$ cat config.mk
export PLATFORM = sky130hd
export DESIGN_NAME = twiddle_mult_sched
export DESIGN_NICKNAME = d
export VERILOG_FILES = /design/src/rtl/twiddle_mult_sched.sv
export SDC_FILE = /design/constraint.sdc
export NUM_CORES = 1
export LEC_CHECK = 0
export ABC_AREA = 1
export CAP_MARGIN = 20
export CORE_MARGIN = 1.5
export CORE_UTILIZATION = 40
export DETAILED_ROUTE_END_ITERATION = 12
export SLEW_MARGIN = 20
export SYNTH_ARGS = -nofsm -noshare
export SYNTH_HDL_FRONTEND = slang
export SYNTH_SLANG_ARGS = --single-unit
$ cat constraint.sdc
create_clock -name clk -period 3.05 [get_ports clk]
set_input_delay 0.7625 -clock clk [delete_from_list [all_inputs] [get_ports clk]]
set_output_delay 0.7625 -clock clk [all_outputs]
set_load 0.005 [all_outputs]
$ cat src/rtl/twiddle_mult_sched.sv
// twiddle_mult_sched: per-stage scheduler for the shared FFT complex multiplier.
// Ports: start/stage/busy/done control; in_* sample input (valid/ready);
// mult_x/tw_addr/mult_issue to the multiplier, mult_result back after MULT_LAT;
// out_* rounded 16+16 results from a credit-limited FIFO (valid/ready, last).
module twiddle_mult_sched #(
  parameter int MULT_LAT   = 2,
  parameter int FIFO_DEPTH = 4,
  parameter int N_BFLY     = 32
) (
  input  logic        clk,
  input  logic        reset_n,
  input  logic        start,
  input  logic [2:0]  stage,
  output logic        busy,
  output logic        done,
  input  logic        in_valid,
  input  logic [31:0] in_data,
  output logic        in_ready,
  output logic [31:0] mult_x,
  output logic [4:0]  tw_addr,
  output logic        mult_issue,
  input  logic [63:0] mult_result,
  output logic        out_valid,
  output logic [31:0] out_data,
  output logic        out_last,
  input  logic        out_ready
);

  localparam int CW = $clog2(N_BFLY + 1);
  localparam int PW = (FIFO_DEPTH > 1) ? $clog2(FIFO_DEPTH) : 1;
  localparam int FW = $clog2(FIFO_DEPTH + 1);
  localparam int IW = $clog2(MULT_LAT + 2);

  typedef enum logic [1:0] {
    IDLE,
    RUN,
    DRAIN,
    FIN
  } state_t;

  state_t        state;
  logic [2:0]    s;
  logic [CW-1:0] b;
  logic [CW-1:0] cap_cnt;
  logic [CW-1:0] pop_cnt;
  logic [FW-1:0] credit;
  logic [FW-1:0] count;
  logic [IW-1:0] inflight;
  logic [MULT_LAT-1:0] vpipe;
  logic [PW-1:0] wr_ptr;
  logic [PW-1:0] rd_ptr;
  logic [32:0]   mem [FIFO_DEPTH];

  logic       acc;
  logic       push;
  logic       pop;
  logic       start_ok;
  logic       last_pop;
  logic [4:0] tw_next;

  // Round-half-up by 2^15, then clamp to the signed 16-bit range.
  function automatic logic [15:0] rnd(input logic [31:0] x);
    logic signed [32:0] t;
    logic signed [17:0] y;
    t = $signed({x[31], x}) + 33'sd16384;
    y = t[32:15];
    if (y > 18'sd32767)
      return 16'h7fff;
    else if (y < -18'sd32768)
      return 16'h8000;
    else
      return y[15:0];
  endfunction

  function automatic logic [PW-1:0] nxt(input logic [PW-1:0] p);
    return (p == PW'(FIFO_DEPTH - 1)) ? '0 : p + 1'b1;
  endfunction

  // Credits cover both the FIFO and the multiplier pipe, so a
  // sample is only taken when its product is guaranteed a slot.
  assign in_ready  = (state == RUN) && (b < CW'(N_BFLY))
                   && (credit != '0);
  assign acc       = in_valid && in_ready;
  assign push      = vpipe[MULT_LAT-1];
  assign out_valid = (count != '0);
  assign pop       = out_valid && out_ready;
  assign out_data  = mem[rd_ptr][31:0];
  assign out_last  = mem[rd_ptr][32];
  assign start_ok  = (state == IDLE) && start
                   && (stage <= 3'd5);

  // Final pop of the stage: everything else is already drained.
  assign last_pop  = pop && (pop_cnt == CW'(N_BFLY - 1))
                   && (inflight == '0) && !push
                   && (count == FW'(1));

  // Twiddle exponent: butterfly index modulo the group size,
  // scaled by 2^stage.
  always_comb begin
    logic [31:0] bx;
    logic [31:0] mask;
    bx      = 32'(b);
    mask    = (32'd32 >> s) - 32'd1;
    tw_next = 5'((bx & mask) << s);
  end

  always_ff @(posedge clk or negedge reset_n) begin
    if (!reset_n) begin
      state <= IDLE;
      busy  <= 1'b0;
      done  <= 1'b0;
      s     <= '0;
      b     <= '0;
    end else begin
      done <= 1'b0;
      unique case (state)
        IDLE: begin
          if (start_ok) begin
            s     <= stage;
            b     <= '0;
            busy  <= 1'b1;
            state <= RUN;
          end
        end
        RUN: begin
          if (acc) begin
            b <= b + 1'b1;
            if (b == CW'(N_BFLY - 1))
              state <= DRAIN;
          end
        end
        DRAIN: begin
          if (last_pop) begin
            done  <= 1'b1;
            busy  <= 1'b0;
            state <= FIN;
          end
        end
        FIN: begin
          state <= IDLE;
        end
        default: state <= IDLE;
      endcase
    end
  end

  always_ff @(posedge clk or negedge reset_n) begin
    if (!reset_n) begin
      mult_issue <= 1'b0;
      mult_x     <= '0;
      tw_addr    <= '0;
      vpipe      <= '0;
      inflight   <= '0;
      credit     <= FW'(FIFO_DEPTH);
      count      <= '0;
      wr_ptr     <= '0;
      rd_ptr     <= '0;
      cap_cnt    <= '0;
      pop_cnt    <= '0;
      for (int i = 0; i < FIFO_DEPTH; i++)
        mem[i] <= '0;
    end else begin
      mult_issue <= acc;
      if (acc) begin
        mult_x  <= in_data;
        tw_addr <= tw_next;
      end
      vpipe[0] <= mult_issue;
      for (int i = 1; i < MULT_LAT; i++)
        vpipe[i] <= vpipe[i-1];
      inflight <= inflight + IW'(mult_issue)
                - IW'(push);
      credit   <= credit - FW'(acc) + FW'(pop);
      count    <= count + FW'(push) - FW'(pop);
      if (push) begin
        mem[wr_ptr] <= {
          cap_cnt == CW'(N_BFLY - 1),
          rnd(mult_result[63:32]),
          rnd(mult_result[31:0])
        };
        wr_ptr  <= nxt(wr_ptr);
        cap_cnt <= cap_cnt + 1'b1;
      end
      if (pop) begin
        rd_ptr  <= nxt(rd_ptr);
        pop_cnt <= pop_cnt + 1'b1;
      end
      if (start_ok) begin
        cap_cnt <= '0;
        pop_cnt <= '0;
      end
    end
  end

endmodule

==> summary by stage, run 1 <==
Synthesis
The synthesized netlist cell count is 1362. Of the post-synthesis cell area, the part taken by muxes is 0%. The sequential fraction of the synthesis area is 48.3%. The top cell type by area accounts for 48.0% of the synthesized area.

The share of synthesized flip-flops with an asynchronous set or reset is 100%. The warning count from the yosys run is 0. The fraction of synthesized cell area in xor and xnor cells is 2.59%. The average instance in the mapped netlist occupies 7.95 um^2. Summing the areas of all compound-gate instances in the mapped netlist gives 8.16% of the synthesized area.

After synthesis the netlist holds a flip-flop and latch count of 209. The count of different cell masters after synthesis is 45. Yosys mapped a number of flops with a built-in enable equal to 0. The cell type with the largest total area after synthesis is sky130_fd_sc_hd__dfrtp_1.

Counting every net in the synthesized netlist gives 1488. The top flip-flop cell by instance count after synthesis is sky130_fd_sc_hd__dfrtp_1. The post-synthesis adder-cell area fraction is 2.68%. By area, the combinational part of the netlist is dominated by simple AND/OR/NAND/NOR gates. Counting instances in the post-synthesis netlist gives the leading cell types as sky130_fd_sc_hd__nand2_1 (572), sky130_fd_sc_hd__dfrtp_1 (208), sky130_fd_sc_hd__nor2_1 (113), sky130_fd_sc_hd__o21ai_0 (102), sky130_fd_sc_hd__inv_1 (72).

The cell area that synthesis handed to floorplanning was 10800 um^2. By area the synthesized netlist is led by sky130_fd_sc_hd__dfrtp_1 (48%), sky130_fd_sc_hd__nand2_1 (20%), sky130_fd_sc_hd__o21ai_0 (4.7%), sky130_fd_sc_hd__nor2_1 (3.9%), sky130_fd_sc_hd__nand2_4 (3.5%). The cell with the most instances after synthesis is sky130_fd_sc_hd__nand2_1. The fraction of the mapped netlist area in simple logic gates is 32.1%.

Floorplan
The floorplan step defined a die boundary enclosing 28100 um^2. The chip height is 168 um. 179 I/O pins were placed. The number of rows created at floorplan is 60.

The area of the core is 26800 um^2. The initial cell density of the core is 40.4%. In this run the horizontal extent of the chip is 168 um.

Critical path
The critical path class is reg2out. The data arrival at the endpoint of the critical path is 2.17 ns. The maximum fanout count along the critical path is 26. The nature of the critical path endpoint is an output port. The worst setup path is launched from a register.

The data required time of the critical path is 2.29 ns.

Drt
The initial detailed-routing violation count is 406. In the routed design, unresolved DRC markers number 0. Dividing the detail-routed wire length by the instance count gives 14.6 um.

The final layout contains routed wiring with a total length of 27300 um. The number of iterations in the first detailed-routing pass is 5. The count of nets left with antenna violations once routing finished came out at 0. The routed via count divided by cell count is 4.84.

For this block, the via count after detailed routing is 9059.

Placement
The post-place setup slack is 0.103 ns. The number of port buffers is 150. The cell area reported after detailed placement is 12700 um^2.

After legalization and detailed placement, the total HPWL measured 17900 um. At the end of routability-driven placement, the weighted congestion stood at 0.806.

CTS
The total number of H-tree levels is 1. The clock transition at the registers of the reported paths is 0.06 ns. TritonCTS built the clock tree. The count of clock tree sinks is 209. Hold repair after CTS inserted 0 buffers. The tree is rooted in a sky130_fd_sc_hd__clkbuf_16.

The number of buffers between clock root and the deepest sink is 3. The later-pin clock latency in the skew report is 0.51 ns. Buffers inserted during clock tree synthesis total 24.

Worst hold path
The path class of the tightest hold or removal check is in2async.

Global routing
The number of global-route vias before repair came to 9178. The aggregate global routing overflow is 0. Entering global routing, the biggest net connects 64 pins.

The initial antenna violation count is 0. The first global-routing pass estimated 45700 um of wire. The global-route track usage on met3 is 1.84%. Global routing used 33.8% of the available met2 tracks.

The routing usage on met1 is 27.0%. The overall fraction of global-route tracks in use is 19.8%. The most used routing layer is met2.

Timing
The clock period minus worst slack is 2.93 ns. The final hold slack is 0.207 ns. The count of final hold-check violations is 0.

The final max-slew violation count came to 0. Setup repair after global routing left no endpoint under its margin. The setup slack of the critical path after layout is 0.119 ns. Clock skew on the completed layout was measured at 0.0137 ns. At the pin with the least slew margin, the transition time is 0.682 ns. The total of endpoints with negative setup slack in the final report is 0. Measured against its own limit, the worst slew margin works out to 54.5%. The upper clock frequency limit is 0.341 GHz. Of the available clock period, the critical path in the final layout requires 96.1%. After routing, the total negative slack on setup checks comes to 0 ns.

Finish
The post-route netlist has 9.80% of its cells at a drive strength greater than 1. The count of inserted antenna diode cells is 0. The cell area after layout is 13500 um^2.

The area added between synthesis and finish is 24.8%. The count of nets after finishing is 1639.

Status
The flow ran to the end, and the final reports show no timing, DRC or antenna violations.

Pwr
The analysis attributes to cell leakage a power of 6.61 nW. For this design the ratio of total power to cell area is 970 nW/um^2. The worst vdd rail ir drop is 0.469 mV.

Run
The max-cap check violation count is 0.
==> layout make-up <==
class | instances | area, um^2
Fill cell | 2542 | 13300
Sequential cell | 209 | 5230
Multi-Input combinational cell | 1018 | 4950
Timing Repair Buffer | 183 | 1810
Clock buffer | 35 | 703
Tap cell | 341 | 427
Inverter | 77 | 289
Clock inverter | 8 | 119
==> path summary, 6_finish.rpt <==
path | startpoint | end | slack, ns | cells past startpoint
max | rd_ptr[0] | out_data[22] | 0.12 | 4
min | reset_n | mult_x[14] | 0.21 | 1
max reg2reg | state[1] | credit[1] | 0.84 | 12
min reg2reg | vpipe[0] | vpipe[1] | 0.36 | 0
max in group asynchronous | reset_n | credit[2] | 2.11 | 2
min in group clk | vpipe[0] | vpipe[1] | 0.36 | 0
==> layer usage <==
layer	wire length [um]	part of all wire [%]	vias up
met3	1180	4.3	43
li1	-	-	4578
met5	0	0	-
met4	603	2.2	0
met1	12600	46	4233
met2	12800	47	205
==> cells by family after synthesis <==
group                    after synthesis
AND/OR/NAND/NOR                      803
flip-flops                           209
AO/OA/AOI/OAI                        161
buffers and inverters                135
XOR/XNOR                              32
adder cells (fa/ha/maj)               22
==> per-stage QoR <==
step / std cells / utilization (%) / total power [mW]
3_5_place_dp: 1828 / 47.3 / 10.2
3_3_place_gp: 1828 / 47.3 / 10.1
5_1_grt: 1871 / 50.5 / 14.2
4_1_cts: 1871 / 50.4 / 13.3
6_report: 1871 / 50.5 / 13.1
2_1_floorplan: 1362 / - / 7.69
==> power by group <==
part           switching (mW)  leakage [nW]  internal (mW)
sequential              0.692          2.50           4.06
clock                    1.10         0.406           1.85
combinational            2.86          3.70           2.56
==> state kept, by name, indices dropped and copies added, names as in the netlist, 3 cells and up <==
signal	count
tw_addr	5
count	3
cap_cnt	6
s	3
credit	3
b	6
mem	132
pop_cnt	6
mult_x	32
==> timing repair <==
| item | in CTS | in global routing |
|---|---|---|
| buffers inserted | 0 | 0 |
| setup endpoints to repair | 1 | 14 |
| pin swaps | 0 | 1 |
| resized for setup | 0 | 4 |
==> layout by cell type, fill, tap and decap left out, types with 3 or more instances in the layout <==
| cell type | synthesis | layout |
|---|---|---|
| sky130_fd_sc_hd__clkbuf_16 | 0 | 25 |
| sky130_fd_sc_hd__nor2_2 | 5 | 5 |
| sky130_fd_sc_hd__clkinv_2 | 0 | 4 |
| sky130_fd_sc_hd__clkbuf_8 | 5 | 5 |
| sky130_fd_sc_hd__nand4_1 | 10 | 10 |
| sky130_fd_sc_hd__clkdlybuf4s50_1 | 0 | 149 |
| sky130_fd_sc_hd__buf_12 | 3 | 4 |
| sky130_fd_sc_hd__nand2_1 | 572 | 572 |
| sky130_fd_sc_hd__nand3_1 | 22 | 22 |
| sky130_fd_sc_hd__ha_1 | 20 | 20 |
| sky130_fd_sc_hd__nor3_1 | 13 | 13 |
| sky130_fd_sc_hd__xnor2_1 | 16 | 16 |
| sky130_fd_sc_hd__inv_1 | 72 | 70 |
| sky130_fd_sc_hd__inv_2 | 4 | 6 |
| sky130_fd_sc_hd__clkbuf_1 | 32 | 6 |
| sky130_fd_sc_hd__nor2_1 | 113 | 113 |
| sky130_fd_sc_hd__o21ai_0 | 102 | 102 |
| sky130_fd_sc_hd__dfrtp_1 | 208 | 207 |
| sky130_fd_sc_hd__nor2_4 | 3 | 3 |
| sky130_fd_sc_hd__nand2_2 | 20 | 20 |
| sky130_fd_sc_hd__a21oi_1 | 13 | 13 |
| sky130_fd_sc_hd__xor2_1 | 16 | 16 |
| sky130_fd_sc_hd__buf_4 | 0 | 28 |
| sky130_fd_sc_hd__nand3_2 | 3 | 3 |
| sky130_fd_sc_hd__bufinv_16 | 0 | 3 |
| sky130_fd_sc_hd__o22ai_1 | 33 | 31 |
| sky130_fd_sc_hd__nand2_4 | 34 | 34 |
==> worst max-delay path, cell delays in order, from the launching register on <==
cell	delay, ns
sky130_fd_sc_hd__dfrtp_2	0.39
sky130_fd_sc_hd__buf_4	0.30
sky130_fd_sc_hd__o21ai_0	0.14
sky130_fd_sc_hd__o22ai_1	0.27
sky130_fd_sc_hd__clkdlybuf4s50_1	0.56
(Power assumes the default switching activity.)
==> run 2: changes to the inputs <==
--- a/config.mk
+++ b/config.mk
@@ -8,7 +8,7 @@
 export ABC_AREA = 1
 export CAP_MARGIN = 20
 export CORE_MARGIN = 1.5
-export CORE_UTILIZATION = 40
+export CORE_UTILIZATION = 25
 export DETAILED_ROUTE_END_ITERATION = 12
 export SLEW_MARGIN = 20
 export SYNTH_ARGS = -nofsm -noshare
==> run 2 against run 1 <==
- first-iteration DRC count up 47%
- critical endpoint is now out_data[25]
- sequential power is essentially flat
- utilization is 18 points lower
- setup slack lost 0.095 ns
- total power increased by 3.5%
- final area increased by 3.2%
- combinational power increased by 3%
- clock power grew 8.1%
- register-to-register slack about the same
- sequential share of layout area down 1.2 points
- die area is 59% higher
- via count rose by 2.0%
==> summary by stage, run 2 (synthesis results as in run 1) <==
Timing
The final max-slew violation count is 0 (unchanged). The final worst-path cycle share was 99.2% (+3.1 points). The max-slew headroom at the worst pin is 47.6% (-6.9 points). Setup repair after global routing could not meet its margin everywhere.

The slew at the pin with the worst max-slew slack was 0.786 ns (+0.103 ns). The setup TNS is 0 ns (unchanged). The final worst clock skew is 0.0168 ns (+0.00314 ns). The upper clock frequency limit is 0.330 GHz (-3.1%). The total of endpoints with negative setup slack in the final report is 0 (unchanged). The count of final hold-check violations is 0 (unchanged). The clock period minus worst slack is 3.03 ns (+0.0948 ns).

Pwr
The share of total power consumed by net switching came to 36.2% (+0.83 points). The leakage dissipation is 6.67 nW (+0.92%). The switching power came to 4.92 mW (+5.9%). The internal power of the cells is 8.66 mW (+2.1%).

The power density normalized to cell area came to 973 nW/um^2 (+0.28%). The worst vdd rail ir drop came to 0.542 mV (+16%). The power share of the combinational group came to 41.3% (about the same).

The power share of the sequential group is 35.2% (-1.0 points). The share of power burned in the clock network was 23.5% (+1.1 points).

Placement
The post-DP HPWL is 19300 um (+7.6%). The cell area reported after detailed placement is 13000 um^2 (+2.3%). The number of port buffers is 150 (unchanged). The final weighted congestion in routability-driven placement came to 0.826 (+2.5%).

Drt
The final routed DRC violation total is 0 (unchanged). The mean routed wirelength per cell is 13.9 um (-4.9%). The routed via count divided by cell count is 4.37 (-9.7%). The overall routed net length was 29300 um (+7.5%).

The count of antenna-violating nets left after detailed routing is 0 (unchanged). The number of iterations in the first detailed-routing pass came to 5 (unchanged). The number of vias in the routed layout is 9243 (+2.0%). The initial detailed-routing violation count is 598 (+47%).

Global routing
The pin count of the biggest net entering global routing is 77 (+20%). The initial antenna violation count is 1 (+1). The aggregate global routing overflow was 0 (unchanged).

The number of global-route vias before repair is 9396 (+2.4%). The overall fraction of global-route tracks in use is 13.1% (-6.7 points). The first-pass GRT wire length is 47800 um (+4.8%).

Run
The max-cap check violation count came to 0 (unchanged).

Critical path
The kind of cell adding the most delay to the critical path is buffers and inverters. The buffers plus inverters on the worst setup path is 2 (unchanged). The worst setup path is launched from a register.

The startpoint of the worst-slack reg-to-reg timing path is state[1]. The data arrival at the endpoint of the critical path is 2.26 ns (+0.09 ns). The master of the slowest instance on the critical path is sky130_fd_sc_hd__clkdlybuf4s50_1. The data required time of the critical path is 2.29 ns (about the same). The maximum fanout count along the critical path is 28 (+7.7%).

Traced cell by cell, the critical path runs through buf_4, o21ai_0, o22ai_1, clkdlybuf4s50_1. The critical path's largest stage delay is 0.57 ns (about the same). Tracing the worst setup path back leads to its startpoint at rd_ptr[0]. The worst setup path is captured at an output port.

By startpoint and endpoint, the worst setup path is classified as reg2out.

CTS
The later-pin clock latency in the skew report is 0.53 ns (+0.02 ns). The cell at the root of the clock tree is sky130_fd_sc_hd__clkbuf_16. The number of buffers between clock root and the deepest sink is 3 (unchanged).

The count of clock tree sinks is 209 (unchanged). The hold-fix buffer count after cts is 0 (unchanged). The clock transition at the registers of the reported paths was 0.06 ns (about the same). TritonCTS built the clock tree.

The total number of H-tree levels is 1 (unchanged). The number of buffers created by CTS is 25 (+4.2%).

Worst hold path
The class of the tightest hold or removal check is in2async.

Floorplan
The horizontal die dimension was 211 um (+26%). The initial cell density of the core came to 25.3% (-15 points). The die area is 44600 um^2 (+59%). The I/O pin count was 179 (unchanged). The number of rows created at floorplan is 76 (+27%). The chip height is 211 um (+26%). The area of the core came to 42900 um^2 (+60%).

Status
The flow ran to the end, and the final reports show no timing, DRC or antenna violations.

Finish
The count of nets after finishing is 1637 (-0.12%). The ratio of cells with drive above 1 in the final layout came to 10.5% (+0.73 points). The largest registers in the layout are mem: 132 flops, mult_x: 32 flops.

Counting flops per register, the top entry is mem. The cell area after layout is 14000 um^2 (+3.2%). The fill cell instance count of the final layout was 4430 (+74%). The area taken by multi-input logic gates was 5000 um^2 (+1.0%).

The commonest non-fill, non-tap cell in the layout is sky130_fd_sc_hd__nand2_1. The count of inserted antenna diode cells is 0 (unchanged). The number of flip-flops in the largest register is 132 (unchanged). The area added between synthesis and finish is 28.8%. The register cell area after layout is 5230 um^2 (unchanged). In the layout the commonest cells are sky130_fd_sc_hd__nand2_1 (572), sky130_fd_sc_hd__dfrtp_1 (207), sky130_fd_sc_hd__clkdlybuf4s50_1 (149).
==> run 2: changes by cell type in the layout (fill, tap and decap cells not counted), sizes merged <==
cell,change
buf,-3
inv,+2
clkbuf,-3
bufinv,+1
clkinvlp,+1
clkinv,+1
==> run 2: layout make-up <==
| class | instances | share of cell area [%] |
|---|---|---|
| flip-flops and latches | 209 | 37.5 |
| clock buffers | 32 | 5.10 |
| inverters | 77 | 2.07 |
| clock inverters | 13 | 1.34 |
| multi-input cells | 1018 | 35.8 |
| well taps | 585 | 5.25 |
| repair buffers | 180 | 12.9 |
==> run 2: routing by layer <==
layer | global-route usage, % | routed length (um) | vias up
met5 | 0 | 12 | -
met4 | 3.15 | 461 | 2
met3 | 2.07 | 1760 | 32
met2 | 22.8 | 14100 | 249
met1 | 17.0 | 13000 | 4384
li1 | - | - | 4576
==> run 2: timing repair <==
item | in CTS | in global routing
setup endpoints to repair | 18 | 19
resized for setup | 9 | 4
setup buffers | 0 | 0
==> run 2: power by group through the flow <==
stage	clock network [mW]	logic (mW)	registers [mW]
3_3_place_gp	0	5.44	4.76
5_1_grt	3.41	6.31	4.95
3_5_place_dp	0	5.54	4.80
6_report	3.19	5.60	4.78
4_1_cts	3.28	5.65	4.78
2_1_floorplan	0	3.02	4.66
==> run 2: stage by stage <==
stage / hold slack [ns] / instances / utilization [%] / worst slack, ns / power, mW
after floorplan: 0.331 / 1362 / - / 0.591 / 7.69
after global placement: 0.332 / 2069 / 30.3 / 0.152 / 10.2
after detailed placement: 0.336 / 2069 / 30.3 / 0.0749 / 10.3
after CTS: 0.282 / 2114 / 32.5 / 0.00213 / 13.7
after global routing: 0.293 / 2114 / 32.5 / -0.0436 / 14.7
final: 0.248 / 2114 / 32.5 / 0.0241 / 13.6
==> run 2: worst paths after layout <==
check / endpoint / cells past startpoint / slack [ns]
worst min-delay path: mult_x[20] / 1 / 0.25
min in group clk: vpipe[1] / 0 / 0.35
max in group asynchronous: mem[54] / 2 / 2.01
worst max-delay path: out_data[25] / 4 / 0.02
worst min register to register: vpipe[1] / 0 / 0.35
worst max register to register: credit[2] / 12 / 0.83
==> run 3: changes to the inputs <==
--- a/config.mk
+++ b/config.mk
@@ -9,7 +9,9 @@
 export CAP_MARGIN = 20
 export CORE_MARGIN = 1.5
 export CORE_UTILIZATION = 25
+export CTS_CLUSTER_SIZE = 20
 export DETAILED_ROUTE_END_ITERATION = 12
+export SKIP_CTS_REPAIR_TIMING = 1
 export SLEW_MARGIN = 20
 export SYNTH_ARGS = -nofsm -noshare
 export SYNTH_HDL_FRONTEND = slang
==> run 3 against run 2 <==
- final area is 0.26% lower
- register-to-register slack about the same
- sequential share of layout area grew 0.098 points
- critical path type unchanged
==> summary by stage, run 3 (synthesis results as in run 1) <==
Status
The flow ran to the end, and the final reports show no timing, DRC or antenna violations.

Drt
The final routed DRC violation total is 0 (unchanged). The initial detailed-routing violation count is 593 (-0.84%). The routed wire length on met2 is 14100 um (about the same).

The mean routed wirelength per cell came to 13.8 um (-0.28%). The number of iterations in the first detailed-routing pass was 5 (unchanged). The number of vias in the routed layout came to 9236 (-0.076%).

The count of antenna-violating nets left after detailed routing came to 0 (unchanged). The routed via count divided by cell count is 4.37 (-0.12%). The overall routed net length is 29300 um (-0.23%).

The top metal layer carrying routed signals is met4. The total length of routed met3 wires is 1630 um (-7.7%). The routed metal-1 wire length is 13000 um (+0.40%).

Finish
The count of nets after finishing is 1637 (unchanged). The final standard cell utilization of the core came to 32.5% (-0.085 points). Leaving out fill and tap cells, the most frequent cell in the layout is sky130_fd_sc_hd__nand2_1. The cell area after layout came to 13900 um^2 (-0.26%). The area added between synthesis and finish is 28.5%.

The largest register by flop count is mem. The final standard cell count with taps included and fillers excluded is 2115 (+0.047%). The ratio of cells with drive above 1 in the final layout is 10.3% (-0.27 points).

In the final layout, the registers with the most flip-flops are mem: 132 flops, mult_x: 32 flops. The count of inserted antenna diode cells is 0 (unchanged). The number of flip-flops in the largest register is 132 (unchanged). Leaving out fill and tap cells, the most frequent cells in the layout are sky130_fd_sc_hd__nand2_1 (572), sky130_fd_sc_hd__dfrtp_1 (207), sky130_fd_sc_hd__clkdlybuf4s50_1 (149).

Placement
The post-place setup slack is 0.0749 ns (unchanged). The post-DP HPWL is 19300 um (unchanged). The number of port buffers is 150 (unchanged).

The final weighted congestion in routability-driven placement is 0.826 (unchanged). The placed instance count was 2069 (unchanged). The cell area reported after detailed placement came to 13000 um^2 (unchanged).

CTS
The number of buffers created by CTS is 25 (unchanged). The cell at the root of the clock tree is sky130_fd_sc_hd__clkbuf_16. The number of buffers between clock root and the deepest sink came to 3 (unchanged).

The total number of H-tree levels is 1 (unchanged). The later-pin clock latency in the skew report was 0.54 ns (about the same). The clock transition at the registers of the reported paths is 0.06 ns (about the same). The clock tree from TritonCTS is yes. The count of clock tree sinks is 209 (unchanged).

Pwr
The leakage dissipation is 6.65 nW (-0.26%). The power density normalized to cell area is 970 nW/um^2 (-0.29%). The worst vdd rail ir drop came to 0.535 mV (-1.1%).

The share of total power consumed by net switching is 36.3% (+0.096 points). The total design power is 13.5 mW (-0.55%). The share of power burned in the clock network is 23.5% (about the same).

The internal power of the cells was 8.60 mW (-0.70%). The power share of the combinational group is 41.1% (-0.2 points). The switching power came to 4.91 mW (-0.29%). The power share of the sequential group came to 35.4% (+0.2 points).

Global routing
The initial antenna violation count is 0 (-1). The first-pass GRT wire length was 47800 um (-0.13%). The number of global-route vias before repair is 9375 (-0.22%). The pin count of the biggest net entering global routing is 77 (unchanged).

The aggregate global routing overflow is 0 (unchanged). The overall fraction of global-route tracks in use was 13.1% (about the same).

Timing
The upper clock frequency limit came to 0.330 GHz (-0.22%). The setup TNS is 0 ns (unchanged). The total of endpoints with negative setup slack in the final report is 0 (unchanged). The slew at the pin with the worst max-slew slack is 0.775 ns (-0.0102 ns). The max-slew headroom at the worst pin is 48.3% (+0.68 points).

The count of final hold-check violations is 0 (unchanged). The clock period minus worst slack is 3.03 ns (+0.00671 ns). Setup repair after global routing could not meet its margin everywhere. The final worst clock skew is 0.0158 ns (-0.000995 ns). The setup slack of the critical path after layout is 0.0174 ns (-0.00671 ns). The final worst-path cycle share is 99.4% (+0.22 points).

The final hold slack is 0.255 ns (+0.00665 ns). The final max-slew violation count was 0 (unchanged).

Critical path
On the critical path, the stage with the largest delay is an instance of sky130_fd_sc_hd__clkdlybuf4s50_1. The signal on the critical path passes through buf_4, o21ai_0, o22ai_1, clkdlybuf4s50_1. The nature of the critical path endpoint is an output port. The data required time of the critical path is 2.29 ns (about the same). The critical path's largest stage delay is 0.57 ns (about the same). The data arrival at the endpoint of the critical path came to 2.27 ns (about the same). The worst setup path is launched from a register. The maximum fanout count along the critical path is 28 (unchanged). The worst setup path is of the reg2out kind.

Floorplan
The I/O pin count is 179 (unchanged). The die area is 44600 um^2 (unchanged). The horizontal die dimension is 211 um (unchanged). The area of the core came to 42900 um^2 (unchanged). The number of rows created at floorplan is 76 (unchanged).

The initial cell density of the core was 25.3% (unchanged). The chip height is 211 um (unchanged).

Worst hold path
The tightest min-delay check is of the in2async type.

Run
The max-cap check violation count is 0 (unchanged).
==> run 3: area by class of cell <==
| type | instances | area [um^2] |
|---|---|---|
| tap | 585 | 732 |
| sequential | 209 | 5230 |
| inverter | 77 | 289 |
| timing repair buffer | 180 | 1810 |
| clock buffer | 30 | 684 |
| fill | 4431 | 29000 |
| clock inverter | 16 | 205 |
| multi-input combinational | 1018 | 4970 |
==> run 3: path summary, 6_finish.rpt <==
| kind | startpoint | to | slack [ns] | depth (start not counted) |
|---|---|---|---|---|
| max in group asynchronous | reset_n | mem[50] | 2.01 | 2 |
| min reg2reg | vpipe[0] | vpipe[1] | 0.35 | 0 |
| min in group clk | vpipe[0] | vpipe[1] | 0.35 | 0 |
| min | reset_n | mult_x[20] | 0.25 | 1 |
| max reg2reg | state[1] | credit[2] | 0.83 | 12 |
| max | rd_ptr[0] | out_data[22] | 0.02 | 4 |
==> run 3: routing by layer <==
layer / GRT usage [%] / vias up
li1: - / 4582
met1: 17.0 / 4382
met2: 22.7 / 238
met3: 2.01 / 34
met4: 3.25 / 0
met5: 0 / -
==> run 3: worst max-delay path: cells and delay by family, from the launching register on <==
kind,cells,cell delay [ns]
AOI/OAI and AO/OA,2,0.47
DFF,1,0.38
buffers and inverters,2,0.87
==> run 3: power by group through the flow <==
| stage | combinational, mW | clock [mW] | sequential [mW] |
|---|---|---|---|
| finish | 5.55 | 3.17 | 4.78 |
| global route | 6.27 | 3.39 | 4.95 |
| CTS | 5.57 | 3.28 | 4.78 |
| detailed placement | 5.54 | 0 | 4.80 |
| global placement | 5.44 | 0 | 4.76 |
| floorplan | 3.02 | 0 | 4.66 |
